**src/rtl/register_pkg.sv**
```systemverilog
// Constants shared by the register data path: default word width and the
// serializer state encoding.
package register_pkg;

  localparam int REG_WIDTH = 8;

  typedef enum logic {
    ST_IDLE  = 1'b0,
    ST_SHIFT = 1'b1
  } ser_state_e;

endpackage

```
**src/rtl/register_serializer.sv**
```systemverilog
// Parallel-in, serial-out transmitter: loads a WIDTH-bit word and shifts it
// out one bit per shift_en cycle, with valid/frame-start/done markers.
module register_serializer
  import register_pkg::*;
#(
  parameter int WIDTH     = REG_WIDTH,
  parameter bit MSB_FIRST = 1'b1
) (
  input  logic             clk,
  input  logic             rst,
  input  logic             load,
  input  logic [WIDTH-1:0] data_in,
  input  logic             shift_en,
  output logic             ready,
  output logic             serial_out,
  output logic             serial_valid,
  output logic             frame_start,
  output logic             done
);

  localparam int             CW   = $clog2(WIDTH);
  localparam logic [CW-1:0]  LAST = CW'(WIDTH - 1);

  ser_state_e       state_q, state_d;
  logic [WIDTH-1:0] shreg_q, shreg_d;
  logic [CW-1:0]    count_q, count_d;
  logic             sout_q, sout_d;
  logic             valid_q, valid_d;
  logic             fs_q, fs_d;
  logic [WIDTH-1:0] load_word;

  // The shift register always holds the bit on the wire at its top position,
  // so LSB-first words are bit-reversed on capture.
  always_comb begin
    load_word = '0;
    for (int i = 0; i < WIDTH; i++)
      load_word[i] = MSB_FIRST ? data_in[i] : data_in[WIDTH-1-i];
  end

  assign done  = (state_q == ST_SHIFT) && (count_q == LAST) && shift_en;
  assign ready = (state_q == ST_IDLE) || done;

  always_comb begin
    state_d = state_q;
    shreg_d = shreg_q;
    count_d = count_q;
    sout_d  = sout_q;
    valid_d = valid_q;
    fs_d    = fs_q;
    if (ready && load) begin
      state_d = ST_SHIFT;
      shreg_d = load_word;
      count_d = '0;
      sout_d  = load_word[WIDTH-1];
      valid_d = 1'b1;
      fs_d    = 1'b1;
    end else if (state_q == ST_SHIFT && shift_en) begin
      if (done) begin
        state_d = ST_IDLE;
        shreg_d = '0;
        count_d = '0;
        sout_d  = 1'b0;
        valid_d = 1'b0;
        fs_d    = 1'b0;
      end else begin
        shreg_d = shreg_q << 1;
        count_d = count_q + 1'b1;
        sout_d  = shreg_q[WIDTH-2];
        fs_d    = 1'b0;
      end
    end
  end

  always_ff @(posedge clk or posedge rst) begin
    if (rst) begin
      state_q <= ST_IDLE;
      shreg_q <= '0;
      count_q <= '0;
      sout_q  <= 1'b0;
      valid_q <= 1'b0;
      fs_q    <= 1'b0;
    end else begin
      state_q <= state_d;
      shreg_q <= shreg_d;
      count_q <= count_d;
      sout_q  <= sout_d;
      valid_q <= valid_d;
      fs_q    <= fs_d;
    end
  end

  assign serial_out   = sout_q;
  assign serial_valid = valid_q;
  assign frame_start  = fs_q;

endmodule

```
**config.mk**
```make
export PLATFORM = sky130hd
export DESIGN_NAME = register_serializer
export DESIGN_NICKNAME = d
export VERILOG_FILES = /design/src/rtl/register_pkg.sv /design/src/rtl/register_serializer.sv
export SDC_FILE = /design/constraint.sdc
export NUM_CORES = 1
export LEC_CHECK = 0
export CORE_MARGIN = 3
export CORE_UTILIZATION = 43
export CTS_BUF_LIST = sky130_fd_sc_hd__clkbuf_4 sky130_fd_sc_hd__clkbuf_8
export DETAILED_ROUTE_END_ITERATION = 10
export GPL_TIMING_DRIVEN = 0
export PLACE_DENSITY = 0.76
export RECOVER_POWER = 100
export SKIP_LAST_GASP = 1
export SYNTH_ARGS = -nofsm -noshare
export SYNTH_HDL_FRONTEND = slang
export SYNTH_SLANG_ARGS = --single-unit
```
**constraint.sdc**
```tcl
create_clock -name clk -period 1.65 [get_ports clk]
set_clock_uncertainty 0.2 [all_clocks]
set_input_delay 0.33 -clock clk [delete_from_list [all_inputs] [get_ports clk]]
set_output_delay 0.33 -clock clk [all_outputs]
set_load 0.02 [all_outputs]
```
Word level (Yosys, flattened, before mapping)
Cells that the tools add are included.
{"block": "word_totals", "latchBits": 0, "inputBits": 12, "out_inout_bits": 5, "elab_cells": 30, "romBits": 0, "regBits": 13, "ramBits": 0, "mem_count": 0}
{"block": "op_classes", "mux": 14, "add_sub_neg": 1, "n_div": 0, "order_cmp": 0, "n_mul": 0, "reduce_logical": 8, "n_eq_ne": 1, "shift": 0, "bitwise_logic": 1}
{"operator": "two-way mux 7 bit", "count": 3}
{"operator": "two-way mux 3 bit", "count": 3}
{"operator": "two-way mux 1 bit", "count": 8}
{"operator": "logical AND 1 bit", "count": 4}
{"operator": "nonzero test 2 bit", "count": 2}
{"operator": "adder 3 x 1 -> 3 bit (second input constant)", "count": 1}
{"operator": "== test 3 bit (second input constant)", "count": 1}
{"operator": "AND reduction 2 bit", "count": 1}
{"operator": "logical OR 1 bit", "count": 1}
{"operator": "NOT 1 bit", "count": 1}

Depth between registers and ports, before layout
Gate-level depths: netlist of the first run.
{"block": "logic_depth", "word_depth": 7, "mapped_depth": 6, "depth_no_buf": 5}

Worst setup path before layout of the first run
Ideal clock, no wire load.
{"block": "synth_path", "path_kind": "reg2reg", "start": "register count_q[0]", "end": "register shreg_q[1]", "setup_ns": 0.126, "t_arrival_ns": 1.442, "stages_incl_launch_ff": 7, "required_time_ns": 1.324, "path_buffers": 1, "synth_period_minus_slack_ns": 1.768, "slack_ns": -0.118, "cell_sequence": "dfrtp_1 -> ha_1 -> ha_1 -> a21boi_2 -> nor2b_1 -> buf_6 -> a221o_1"}
{"block": "synth_between", "elab_chain_cells": 6, "elab_cells_between_ends": 9, "cone_classes": "eq/ne: 1; mux: 3; reduce/logical: 5"}
{"element": "start: declaration", "line": "register_serializer.sv:26", "rtl": "logic [CW-1:0] count_q, count_d;"}
{"element": "start signal: assignment", "line": "register_serializer.sv:85", "rtl": "count_q <= count_d;"}
{"element": "== test 3 bit *", "line": "register_serializer.sv:40", "rtl": "assign done = (state_q == ST_SHIFT) && (count_q == LAST) && shift_en;"}
{"element": "logical AND 1 bit * (2 in series)", "line": "register_serializer.sv:40"}
{"element": "two-way mux 7 bit or logical OR 1 bit (tied branches)", "line": "register_serializer.sv:58, register_serializer.sv:41"}
{"element": "two-way mux 7 bit or logical AND 1 bit (tied branches)", "line": "register_serializer.sv:57, register_serializer.sv:50"}
{"element": "two-way mux 7 bit or nonzero test 2 bit (tied branches)"}
{"element": "end signal: assignment", "line": "register_serializer.sv:84", "rtl": "shreg_q <= shreg_d;"}
{"element": "end: declaration", "line": "register_serializer.sv:25", "rtl": "logic [WIDTH-1:0] shreg_q, shreg_d;"}
Mark *: on every way between the ends. The rest lies on a longest branch, timed or not. The select of a mux whose other input is x is not followed.
A chain may end at the register's enable or synchronous reset.

Final worst setup path of the first run
{"block": "layout_path", "start": "register count_q[1]", "end": "output ready"}
{"block": "layout_between", "elab_chain_cells": 4}
{"element": "== test 3 bit", "line": "register_serializer.sv:40"}
{"element": "logical AND 1 bit (2 in series)", "line": "register_serializer.sv:40"}
{"element": "logical OR 1 bit", "line": "register_serializer.sv:41", "rtl": "assign ready = (state_q == ST_IDLE) || done;"}
{"element": "end: declaration", "line": "register_serializer.sv:14", "rtl": "output logic ready,"}
No other way between the ends.

==> results of run 1 <==
Yosys cell counts:
master	n	area, µm²
dfrtp_1	13	325
a22o_2	1	10.0
mux2i_1	2	20.0
nand2_1	1	3.75
ha_1	2	25.0
and2_1	7	43.8
nor2_1	1	3.75
or2_2	1	6.26
a21boi_2	1	11.3
nor2b_1	1	6.26
nor2_2	1	6.26
a21o_2	1	8.76
and3_2	1	7.51
buf_6	2	22.5
mux2_2	1	11.3
a221o_1	7	70.1
inv_1	2	7.51
a22o_1	1	8.76
where the power goes:
group | switching [mW] | internal, mW
Clock | 0.0937 | 0.110
Combinational | 0.178 | 0.259
Sequential | 0.0640 | 0.426
cells by family (layout without fill, tap and decap cells):
group | count (synthesis) | in the layout | synth area share (%)
DFF | 13 | 13 | 54.4
and+or+nand+nor | 13 | 13 | 13.0
AOI/OAI and AO/OA | 11 | 11 | 18.2
buffers and inverters | 4 | 30 | 5.02
muxes | 3 | 3 | 5.23
adders and majority gates | 2 | 2 | 4.18
worst paths after layout:
path                        startpoint     endpoint  slack [ns]  depth (start not counted)
max                         count_q[1]        ready       -0.23                          5
min                        frame_start  frame_start        0.29                          1
max reg2reg                 count_q[1]   shreg_q[3]       -0.18                          7
min reg2reg                frame_start  frame_start        0.29                          1
max in group asynchronous          rst   shreg_q[6]        0.62                          2
min in group asynchronous          rst   shreg_q[0]        0.31                          2
placed cells by master (no fill, tap or decap), types with 2 or more instances in the layout:
| master | n |
|---|---|
| and2_1 | 7 |
| dfrtp_1 | 13 |
| inv_1 | 2 |
| buf_6 | 6 |
| clkdlybuf4s50_1 | 10 |
| mux2i_1 | 2 |
| a221o_1 | 7 |
| clkbuf_4 | 4 |
| buf_4 | 4 |
| dlygate4sd2_1 | 3 |
layout make-up:
type / instances / area, µm²
sequential: 13 / 325
fill: 98 / 310
tap: 14 / 17.5
buffer: 2 / 22.5
multi-input combinational: 29 / 277
inverter: 2 / 7.51
clock buffer: 4 / 30.0
timing repair buffer: 22 / 211
per-stage QoR:
stage / std cells / utilization, % / hold WS, ns / total power [mW] / TNS [ns]
floorplan: 46 / - / 0.00696 / 0.737 / -0.0645
global placement: 76 / 65.8 / 0.267 / 0.859 / -2.98
detailed placement: 76 / 65.8 / 0.274 / 0.876 / -3.23
CTS: 85 / 72.6 / 0.178 / 1.12 / -2.11
global route: 86 / 74.2 / 0.324 / 1.22 / -2.68
finish: 86 / 74.2 / 0.291 / 1.13 / -1.85
metal layers:
metal | vias to the layer above | wire length [µm] | global-route usage, %
met5 | - | 0 | 0
met4 | 0 | 0 | 3.61
met3 | 0 | 94 | 3.81
met2 | 20 | 570 | 23.6
met1 | 219 | 518 | 18.8
li1 | 225 | - | -
worst max-delay path: stages (launching register included):
cell	delay [ns]
dfrtp_1	0.39
ha_2	0.20
ha_4	0.16
a21boi_2	0.13
inv_1	0.06
buf_6	0.13
state kept, by name, summed over array words and instances (netlist names):
| register | cells |
|---|---|
| count_q | 3 |
| serial_valid | 1 |
| serial_out | 1 |
| shreg_q | 7 |
| frame_start | 1 |
what timing repair did:
action	4_1_cts	5_1_grt
setup buffers	4	1
resized for setup	19	3
pin swaps	4	3
hold buffers	0	0
cloned	1	0
endpoints found under the setup margin	13	14
endpoints found under the hold margin	0	0
==> metrics.log, run 1 <==
[metrics] run status: finished, violations left
[metrics] violations in the final reports: negative setup slack
[metrics] total power divided by cell area: 1270 nW/µm²
[metrics] Total Nets Final: 87
[metrics] synthesis-stage register bit count: 13
[metrics] initial antenna violation count: 0
[metrics] pin count of the biggest net entering global routing: 14
[metrics] Diodes inserted: 0
[metrics] Worst Path Max Fanout: 3
[metrics] total die area: 1870 µm²
[metrics] Final Instance Area: 891 µm²
[metrics] number of ports placed on the die boundary: 17
[metrics] fraction of final layout cells sized beyond drive strength 1: 34.7%
[metrics] arrival time at the worst endpoint: 1.35 ns
[metrics] post-detailed-route wirelength per cell: 13.8 µm
[metrics] DP Wirelength: 797 µm
[metrics] data required time at the worst endpoint: 1.12 ns
[metrics] Mapped Avg Cell Area: 13.0 µm²
[metrics] Clk pin slew, worst setup/hold paths: 0.07 ns
[metrics] leakage power total: 0.438 nW
[metrics] warning count from the yosys run: 0
[metrics] final critical-path share of the clock period: 114%
[metrics] CTS root buf: clkbuf_4
[metrics] max-slew violation total from the final report: 0
[metrics] unrepaired setup endpoints after global routing: true
[metrics] die width: 43.3 µm
[metrics] Final Hold Violating Endpoints: 0
[metrics] crit path time final: 1.88 ns
[metrics] count of final setup violators: 11
[metrics] clock tree from TritonCTS: done
[metrics] number of search-and-repair iterations in the first detailed-routing pass: 4
[metrics] Post-Synthesis Net Count: 60
[metrics] highest achievable clock rate: 0.533 GHz
[metrics] starting density of the core: 49.8%
[metrics] gr ovfl total: 0
[metrics] drt total wl: 1.18 mm
[metrics] via count of the first global-routing pass: 434
[metrics] share of synthesized area occupied by flip-flops and latches: 54.4%
[metrics] count of input and output buffers: 16
[metrics] Core Footprint: 1200 µm²
[metrics] maximum ir drop on the vdd rail: 0.923 mV
[metrics] clock insertion delay at the later pin of the skew report: 0.27 ns
[metrics] post-synthesis cell area: 598 µm²
[metrics] worst min path class: reg2reg
[metrics] total number of H-tree levels: 1
[metrics] Die H: 43.3 µm
[metrics] Cell Area, Placed: 791 µm²
[metrics] relative area change from synthesis to final layout: 49.0%
[metrics] library cells used by synthesis: 18
[metrics] count of mapped cells out of synthesis: 46
[metrics] Via-to-Cell Ratio: 5.40
[metrics] Vias: 464
[metrics] number of design rule violations left after detail routing: 0
[metrics] last weighted congestion value of the routability-driven placer: 0.695
[metrics] antenna violation net count after detailed routing: 0
[metrics] tightest slew margin relative to the limit: 68.4%
[metrics] number of core rows: 12
[metrics] global-route usage over all layers: 14.4%
[metrics] CTS Sinks: 13
[metrics] number of violations of the max-capacitance limit: 0
[metrics] detailed router's first-iteration violation count: 10
[metrics] number of CTS-inserted buffers: 3
[metrics] worst setup timing slack at the placement stage: -0.527 ns
[metrics] Crit. End Element: primary output
[metrics] final worst-path setup slack: -0.227 ns
[metrics] class of the most critical setup path: reg2out
[metrics] clock tree buffer depth: 2
[metrics] wire length of the first global-routing pass: 2.02 mm
[metrics] slew at the pin with the worst max-slew slack: 0.473 ns
[metrics] Worst setup SP type: flip-flop
No activity file was read; power rests on OpenSTA's default activity.
==> run 2: changes to the inputs <==
- CORE_UTILIZATION: 43 -> 40
- CTS_BUF_LIST: sky130_fd_sc_hd__clkbuf_4 sky130_fd_sc_hd__clkbuf_8 -> sky130_fd_sc_hd__clkbuf_16
- MAX_ROUTING_LAYER: default -> met4
- PLACE_DENSITY: 0.76 -> 0.72
==> run 2 against run 1 <==
Against the previous run:
- the flow still finishes with violations (negative setup slack)
- global-route usage rose by 0.96 points
- final cell count is 2.3% lower
- clock power grew 120%
- design area increased by 2.0%
- fmax increased by 0.74%
- combinational power decreased by 6.4%
- largest cell class unchanged
- highest routed layer is now met4
==> metrics.log, run 2 (same netlist as run 1, synthesis figures left out) <==
[metrics] max-slew violation total from the final report: 0 (unchanged)
[metrics] sum of negative setup slack: -1.33 ns (+0.520 ns)
[metrics] arrival time at the worst endpoint: 1.33 ns (-0.02 ns)
[metrics] count of final setup violators: 11 (unchanged)
[metrics] maximum ir drop on the vdd rail: 0.978 mV (+6.1%)
[metrics] Worst Path Max Fanout: 3 (unchanged)
[metrics] clock tree buffer depth: 2 (unchanged)
[metrics] Post-Route Utilization: 67.3% (-6.9 points)
[metrics] post-detailed-route wirelength per cell: 15.5 µm (+13%)
[metrics] gr ovfl total: 0 (unchanged)
[metrics] crit path time final: 1.86 ns (-0.0137 ns)
[metrics] Largest register FFs: 7 (unchanged)
[metrics] total number of H-tree levels: 1 (unchanged)
[metrics] slowest stage delay, CP: 0.38 ns (about the same)
[metrics] most frequent cells in the layout: dfrtp_1 (13), clkdlybuf4s50_1 (9), and2_1 (7), a221o_1 (7), buf_6 (4)
[metrics] number of CTS-inserted buffers: 3 (unchanged)
[metrics] highest achievable clock rate: 0.537 GHz (+0.74%)
[metrics] CTS Sinks: 13 (unchanged)
[metrics] wire length of the first global-routing pass: 2.10 mm (+3.8%)
[metrics] total of hold buffers inserted after clock tree synthesis: 0 (unchanged)
[metrics] total power divided by cell area: 1490 nW/µm² (+17%)
[metrics] clock insertion delay at the later pin of the skew report: 0.24 ns (-0.03 ns)
[metrics] Vias: 450 (-3.0%)
[metrics] die width: 44.7 µm (+3.2%)
[metrics] total die area: 1990 µm² (+6.4%)
[metrics] CP max stage cell: dfrtp_1
[metrics] Via-to-Cell Ratio: 5.36 (-0.71%)
[metrics] number of search-and-repair iterations in the first detailed-routing pass: 3 (-1)
[metrics] global-route usage over all layers: 15.4% (+0.96 points)
[metrics] biggest registers after layout: shreg_q (7), count_q (3)
[metrics] number of design rule violations left after detail routing: 0 (unchanged)
[metrics] starting density of the core: 44.3% (-5.5 points)
[metrics] worst min path class: reg2reg
[metrics] Final Hold Violating Endpoints: 0 (unchanged)
[metrics] data required time at the worst endpoint: 1.12 ns (about the same)
[metrics] number of core rows: 13 (+1)
[metrics] Crit. End Element: primary output
[metrics] detailed router's first-iteration violation count: 10 (unchanged)
[metrics] final critical-path share of the clock period: 113% (-0.83 points)
[metrics] count of input and output buffers: 16 (unchanged)
[metrics] Cell Chain, Critical Path: ha_2, ha_4, and3_2, buf_6
[metrics] relative area change from synthesis to final layout: 51.9%
[metrics] Top reg by flops: shreg_q
[metrics] fraction of final layout cells sized beyond drive strength 1: 31.9% (-2.8 points)
[metrics] via count of the first global-routing pass: 466 (+7.4%)
[metrics] initial antenna violation count: 0 (unchanged)
[metrics] number of violations of the max-capacitance limit: 0 (unchanged)
[metrics] CTS root buf: clkbuf_16
[metrics] Worst setup SP type: flip-flop
[metrics] tightest slew margin relative to the limit: 67.3% (-1.1 points)
[metrics] run status: finished, violations left
[metrics] slew at the pin with the worst max-slew slack: 0.490 ns (+0.0165 ns)
[metrics] clock tree from TritonCTS: done
[metrics] class of the most critical setup path: reg2out
[metrics] final worst-path setup slack: -0.213 ns (+0.0137 ns)
[metrics] violations in the final reports: negative setup slack
[metrics] number of ports placed on the die boundary: 17 (unchanged)
[metrics] Clk pin slew, worst setup/hold paths: 0.04 ns (-0.03 ns)
[metrics] Core Footprint: 1350 µm² (+12%)
[metrics] Die H: 44.7 µm (+3.2%)
[metrics] last weighted congestion value of the routability-driven placer: 0.692 (-0.40%)
[metrics] Diodes inserted: 0 (unchanged)
[metrics] Total Nets Final: 84 (-3.4%)
[metrics] leakage power total: 0.453 nW (+3.3%)
[metrics] pin count of the biggest net entering global routing: 14 (unchanged)
[metrics] most frequent standard cell in the layout excluding fill and tap cells: dfrtp_1
[metrics] drt total wl: 1.30 mm (+10%)
[metrics] unrepaired setup endpoints after global routing: true
[metrics] antenna violation net count after detailed routing: 0 (unchanged)
[metrics] number of filler instances in the final layout: 105 (+7.1%)
[run 2: final timing paths]
kind                              from           end  slack [ns]  depth (start not counted)
max reg2reg                 count_q[0]    shreg_q[5]       -0.12                          6
min reg2reg                frame_start   frame_start        0.28                          1
max                         count_q[0]          done       -0.21                          4
max in group asynchronous          rst  serial_valid        0.57                          2
min in group asynchronous          rst   frame_start        0.35                          2
min                        frame_start   frame_start        0.28                          1
[run 2: report_power, final]
part           internal [mW]  leakage, nW  switching (mW)
clock                  0.319       0.0423           0.130
combinational          0.234        0.243           0.175
sequential             0.428        0.168          0.0641
[run 2: stage by stage]
step / instances / power [mW] / cell area [µm²] / setup slack [ns] / hold slack, ns
after floorplan: 46 / 0.737 / 613 / -0.00923 / 0.00696
after global placement: 77 / 0.861 / 792 / -0.527 / 0.276
after detailed placement: 77 / 0.874 / 792 / -0.531 / 0.275
after CTS: 83 / 1.34 / 885 / -0.226 / 0.225
after global routing: 84 / 1.43 / 908 / -0.258 / 0.320
final: 84 / 1.35 / 908 / -0.213 / 0.284
[run 2: worst max-delay path, delay by kind of cell (launching register included)]
family,cells,cell delay (ns)
buffers and inverters,1,0.13
AND/OR/NAND/NOR,1,0.21
adder cells (fa/ha/maj),2,0.37
flip-flops,1,0.38
[run 2: timing repair]
action | CTS | global route
pin swaps | 3 | 1
endpoints found under the setup margin | 13 | 12
resized for setup | 15 | 5
buffers inserted | 2 | 1
[run 2: layout make-up]
cell class / instances / area (µm²) / share of cell area (%)
buffer: 2 / 22.5 / 2.48
inverter: 2 / 7.51 / 0.826
clock inverter: 1 / 3.75 / 0.413
timing repair buffer: 19 / 184 / 20.2
sequential: 13 / 325 / 35.8
multi-input combinational: 29 / 272 / 29.9
tap: 15 / 18.8 / 2.07
clock buffer: 3 / 75.1 / 8.26
[run 2: per-layer routing]
metal  vias to the layer above  GRT usage, %  part of all wire, %
met5                         -             -                    0
met4                         0          7.23                  1.9
met3                         3          3.66                  3.4
met2                        14          21.2                   46
met1                       219          21.1                   48
li1                        214             -                    -
==> run 3: changes to the inputs <==
--- a/constraint.sdc
+++ b/constraint.sdc
@@ -3,3 +3,3 @@
 set_input_delay 0.33 -clock clk [delete_from_list [all_inputs] [get_ports clk]]
 set_output_delay 0.33 -clock clk [all_outputs]
-set_load 0.02 [all_outputs]
+set_load 0.005 [all_outputs]
==> run 3 against run 2 <==
Against the previous run:
- the run still ends with negative setup slack left
- die area stayed put
- clock power hardly changed
- global-route usage is 1.1 points higher
- sequential cell count stayed put
- sequential power hardly changed
- setup slack better by 0.013 ns
- design area is 1.1% higher
- utilization is 0.74 points higher
==> metrics.log, run 3 (same netlist as run 1, synthesis figures left out) <==
[metrics] run status: finished, violations left
[metrics] violations in the final reports: negative setup slack
[metrics] fraction of final layout cells sized beyond drive strength 1: 30.6% (-1.3 points)
[metrics] drt total wl: 1.34 mm (+2.8%)
[metrics] startpoint of the lowest-slack register-to-register path: count_q[0]
[metrics] crit path capture: shreg_q[5]
[metrics] number of design rule violations left after detail routing: 0 (unchanged)
[metrics] Design Power: 1.33 mW (-1.5%)
[metrics] detailed router's first-iteration violation count: 6 (-4)
[metrics] Worst setup SP type: flip-flop
[metrics] Die H: 44.7 µm (unchanged)
[metrics] leakage power total: 0.454 nW (+0.31%)
[metrics] Crit. End Element: flip-flop
[metrics] crit path time final: 1.85 ns (-0.0130 ns)
[metrics] total number of H-tree levels: 1 (unchanged)
[metrics] logic gate share of total power: 29.3% (-1.0 points)
[metrics] Via-to-Cell Ratio: 5.33 (-0.44%)
[metrics] logic depth of the worst register-to-register path: 7 (+1)
[metrics] final worst-path setup slack: -0.200 ns (+0.0130 ns)
[metrics] fin cells: 87 (+3.6%)
[metrics] sum of negative setup slack: -2.03 ns (-0.699 ns)
[metrics] wire length of the first global-routing pass: 2.23 mm (+6.2%)
[metrics] antenna violation net count after detailed routing: 0 (unchanged)
[metrics] pin count of the biggest net entering global routing: 14 (unchanged)
[metrics] count of input and output buffers: 16 (unchanged)
[metrics] Net Sw Frac: 25.4% (-2.0 points)
[metrics] Clk pwr share: 33.7% (+0.5 points)
[metrics] maximum ir drop on the vdd rail: 0.948 mV (-3.2%)
[metrics] number of CTS-inserted buffers: 3 (unchanged)
[metrics] post-detailed-route wirelength per cell: 15.4 µm (-0.78%)
[metrics] flip-flop and latch area: 325 µm² (unchanged)
[metrics] highest achievable clock rate: 0.541 GHz (+0.70%)
[metrics] total power divided by cell area: 1450 nW/µm² (-2.6%)
[metrics] Multi-input gate area: 265 µm² (-2.3%)
[metrics] biggest registers after layout: shreg_q (7), count_q (3)
[metrics] slew at the pin with the worst max-slew slack: 0.489 ns (-0.000972 ns)
[metrics] number of violations of the max-capacitance limit: 0 (unchanged)
[metrics] Clk pin slew, worst setup/hold paths: 0.04 ns (about the same)
[metrics] Worst Hold Slack: 0.290 ns (+0.00647 ns)
[metrics] register-to-register setup slack: -0.20 ns (-0.08 ns)
[metrics] unrepaired setup endpoints after global routing: true
[metrics] clock tree from TritonCTS: done
[metrics] via count of the first global-routing pass: 485 (+4.1%)
[metrics] number of ports placed on the die boundary: 17 (unchanged)
[metrics] max-slew violation total from the final report: 0 (unchanged)
[metrics] initial antenna violation count: 0 (unchanged)
[metrics] die width: 44.7 µm (unchanged)
[metrics] last weighted congestion value of the routability-driven placer: 0.692 (unchanged)
[metrics] worst setup timing slack at the placement stage: -0.428 ns (+0.103 ns)
[metrics] data required time at the worst endpoint: 1.57 ns (+0.45 ns)
[metrics] net switching power: 337 µW (-8.6%)
[metrics] number of core rows: 13 (unchanged)
[metrics] class of the most critical setup path: reg2reg
[metrics] starting density of the core: 44.3% (unchanged)
[metrics] Diodes inserted: 0 (unchanged)
[metrics] Post-Route Utilization: 68.0% (+0.74 points)
[metrics] Vias: 464 (+3.1%)
[metrics] placed cell count: 77 (unchanged)
[metrics] launching instance or port of the critical path: count_q[0]
[metrics] CTS Sinks: 13 (unchanged)
[metrics] Final Instance Area: 918 µm² (+1.1%)
[metrics] Worst Path Max Fanout: 9 (+6)
[metrics] CTS root buf: clkbuf_16
[metrics] clock insertion delay at the later pin of the skew report: 0.24 ns (about the same)
[metrics] share of total power in sequential cells: 36.9% (+0.4 points)
[metrics] clock tree buffer depth: 2 (unchanged)
[metrics] Largest register FFs: 7 (unchanged)
[metrics] count of final setup violators: 12 (+1)
[metrics] arrival time at the worst endpoint: 1.77 ns (+0.44 ns)
[metrics] reg-to-reg endpoint: shreg_q[5]
[metrics] global-route usage over all layers: 16.5% (+1.1 points)
[metrics] Cell Area, Placed: 792 µm² (unchanged)
[metrics] tightest slew margin relative to the limit: 67.4% (about the same)
[metrics] number of search-and-repair iterations in the first detailed-routing pass: 3 (unchanged)
[metrics] total die area: 1990 µm² (unchanged)
[metrics] relative area change from synthesis to final layout: 53.6%
[metrics] Total Nets Final: 87 (+3.6%)
[metrics] most frequent cells in the layout: dfrtp_1 (13), clkdlybuf4s50_1 (11), and2_1 (7), a221o_1 (7), buf_4 (6)
[metrics] Core Footprint: 1350 µm² (unchanged)
[metrics] number of filler instances in the final layout: 109 (+3.8%)
[metrics] Final Hold Violating Endpoints: 0 (unchanged)
[metrics] total of hold buffers inserted after clock tree synthesis: 0 (unchanged)
[metrics] gr ovfl total: 0 (unchanged)
[metrics] final critical-path share of the clock period: 112% (-0.79 points)
[metrics] Top reg by flops: shreg_q
[metrics] worst min path class: reg2reg
[metrics] most frequent standard cell in the layout excluding fill and tap cells: dfrtp_1
[metrics] cell internal power dissipation: 993 µW (+1.2%)
run 3: routing by layer:
layer / vias up / GRT usage (%) / share of wire [%]
met3: 3 / 3.66 / 3.8
met4: 0 / 7.23 / 1.9
met2: 14 / 24.9 / 47
li1: 222 / - / -
met1: 225 / 21.1 / 47
met5: - / - / 0
run 3: worst min-delay path by stage:
stage	startpoint	to	slack, ns	cells past startpoint
5_1_grt	frame_start	frame_start	0.33	1
4_1_cts	rst	frame_start	0.22	2
2_1_floorplan	rst	count_q[0]	0.007	1
3_3_place_gp	frame_start	frame_start	0.28	1
3_5_place_dp	frame_start	frame_start	0.27	1
6_report	frame_start	frame_start	0.29	1
run 3: power by group through the flow:
stage | Sequential, mW | Clock (mW) | Combinational [mW]
2_1_floorplan | 0.481 | 0 | 0.225
3_3_place_gp | 0.489 | 0 | 0.340
3_5_place_dp | 0.494 | 0 | 0.349
4_1_cts | 0.492 | 0.461 | 0.371
5_1_grt | 0.508 | 0.470 | 0.430
6_report | 0.491 | 0.449 | 0.390
run 3: area by class of cell:
| cell class | count | area share (%) |
|---|---|---|
| multi-input combinational | 29 | 28.9 |
| buffer | 2 | 2.45 |
| tap | 15 | 2.04 |
| clock buffer | 3 | 8.17 |
| clock inverter | 1 | 0.409 |
| sequential | 13 | 35.4 |
| inverter | 2 | 0.817 |
| timing repair buffer | 22 | 21.8 |
run 3: timing repair:
item,4_1_cts,5_1_grt
gates cloned,0,0
pin swaps,3,1
setup buffers,5,1
resized for setup,9,3
endpoints found under the setup margin,11,13
run 3: critical path, cell delays in order (launching register included):
cell and delay (ns):
dfrtp_1 0.38, ha_2 0.20, ha_4 0.17, a21boi_4 0.14, buf_4 0.13, nor2b_1 0.04, buf_6 0.13, a221o_1 0.32
==> RTL change (config.mk and constraints of run 2) <==
Take the reset off `shreg_q` and load it in a clocked block of its own.
--- a/src/rtl/register_serializer.sv
+++ b/src/rtl/register_serializer.sv
@@ -74,19 +74,21 @@
   always_ff @(posedge clk or posedge rst) begin
     if (rst) begin
       state_q <= ST_IDLE;
-      shreg_q <= '0;
       count_q <= '0;
       sout_q  <= 1'b0;
       valid_q <= 1'b0;
       fs_q    <= 1'b0;
     end else begin
       state_q <= state_d;
-      shreg_q <= shreg_d;
       count_q <= count_d;
       sout_q  <= sout_d;
       valid_q <= valid_d;
       fs_q    <= fs_d;
     end
+  end
+
+  always_ff @(posedge clk) begin
+    shreg_q <= shreg_d;
   end
 
   assign serial_out   = sout_q;
Behaviour: same outputs for any inputs over 10 cycles, from zero or initial values and one cycle with rst high; that may be too few to reach the edited logic, so the function may still have changed.
==> RTL change against run 2 <==
Sequential cell count unchanged; cell area up 22%; the flow still finishes with violations (setup timing); non-clock buffer count up 5; highest routed layer unchanged; setup slack worse by 0.027 ns; via count up 43%; routed wire length up 40%; synthesized area up 24%; total power up 12%.
==> RTL change: results <==
[clock_network]
cts_buffers = 3
clk_pin_slew_ns = 0.05

[global_route]
track_usage_pct = 16.57
grt_max_degree = 11
first_global_vias = 674
grt_pass1_wl_um = 2939

[yosys]
synth_common_cells = 10 x o21ai_0, 7 x edfxtp_1, 7 x mux2i_1
synthTopCellsByArea = edfxtp_1 28%, dfrtp_1 20%, mux2i_1 9.4%, o21ai_0 6.7%, a22oi_1 6.1%
synth-main-ff-cell = edfxtp_1
ys_seq_area_share_pct = 48.40
yosysUniqueCellTypes = 24
synth_nets = 82
synth-edff-count = 7
synthArstFlopShare_pct = 46.15
postSynthCellCount = 68

[sta]
setup_viol = 10
worstMarginPinSlew_ns = 0.4377
setup_slack_ns = -0.2401

[placed_design]
place_congestion = 0.7756
place_area_um2 = 944.7
port-buffer-count = 15

[route]
drt_iter0_drc = 15
via_count = 644
dr.pass1.iters = 4
routed_wl_um = 1826

[finish]
fillers = 123
final_cells = 118
drive_gt1_share_pct = 34.04
nNetsFinal = 109

[min_path]
hp-class = in -> async

[pwr]
p_leak_nw = 0.4758
ir_worst_vdd_v = 0.001018
cell_internal_pwr_mw = 1.068
p_clk_share_pct = 29.8

[setup_path]
crit_start = count_q[1]
cp-endpoint = ready
cp_max_fo = 5
slowest_stage = dfrtp_1
arrival_ns = 1.36
worstReg2RegEnd = shreg_q[3]
worstRegToRegCells = 6

[outcome]
violations = setup timing
status = complete, but fails checks
RTL change: cell count changes in the layout (fill, tap and decap cells not counted), sizes merged, moves of 7 or more:
cell / change
a221o: -7
edfxtp: +7
dfrtp: -7
and2: -7
o21ai: +10
RTL change: metrics by stage:
step | power (mW) | TNS, ns | worst slack, ns | hold slack (ns) | util, %
6_report | 1.511 | -1.313 | -0.2401 | 0.2528 | 68.13
2_1_floorplan | 0.8077 | -0.1823 | -0.03763 | -0.07904 | -
5_1_grt | 1.614 | -2.220 | -0.2889 | 0.2767 | 68.13
3_5_place_dp | 0.9458 | -5.539 | -0.5113 | 0.3011 | 57.99
4_1_cts | 1.458 | -2.919 | -0.2546 | 0.1225 | 65.90
3_3_place_gp | 0.9289 | -5.577 | -0.5301 | 0.2887 | 57.99
RTL change: area by class of cell:
type                       count  area (um^2)  share of cell area, %
buffer                         3        22.52                  2.029
clock buffer                   3        75.07                  6.764
clock inverter                 1        3.754                 0.3382
inverter                       5        18.77                  1.691
multi-input combinational     46        390.4                  35.17
sequential                    13        360.3                  32.47
tap                           24        30.03                  2.706
timing repair buffer          23        209.0                  18.83
RTL change: cell families after synthesis:
| logic type | count (synthesis) | share of synthesized area (%) |
|---|---|---|
| adders and majority gates | 2 | 3.361 |
| muxes | 7 | 9.412 |
| DFF | 13 | 48.40 |
| AOI/OAI and AO/OA | 23 | 21.85 |
| buffers and inverters | 9 | 7.057 |
| and+or+nand+nor | 14 | 9.917 |
RTL change: what timing repair did:
action,4_1_cts,5_1_grt
pin swaps,3,2
resized for setup,21,3
hold buffers,0,0
setup buffers,5,5
setup endpoints to repair,20,18
RTL change: routing by layer:
layer	track usage (%)	routed length (um)	vias up
met4	9.479	46	0
met2	26.12	895	32
li1	-	-	307
met5	-	0	-
met1	17.97	773	299
met3	5.810	111	6
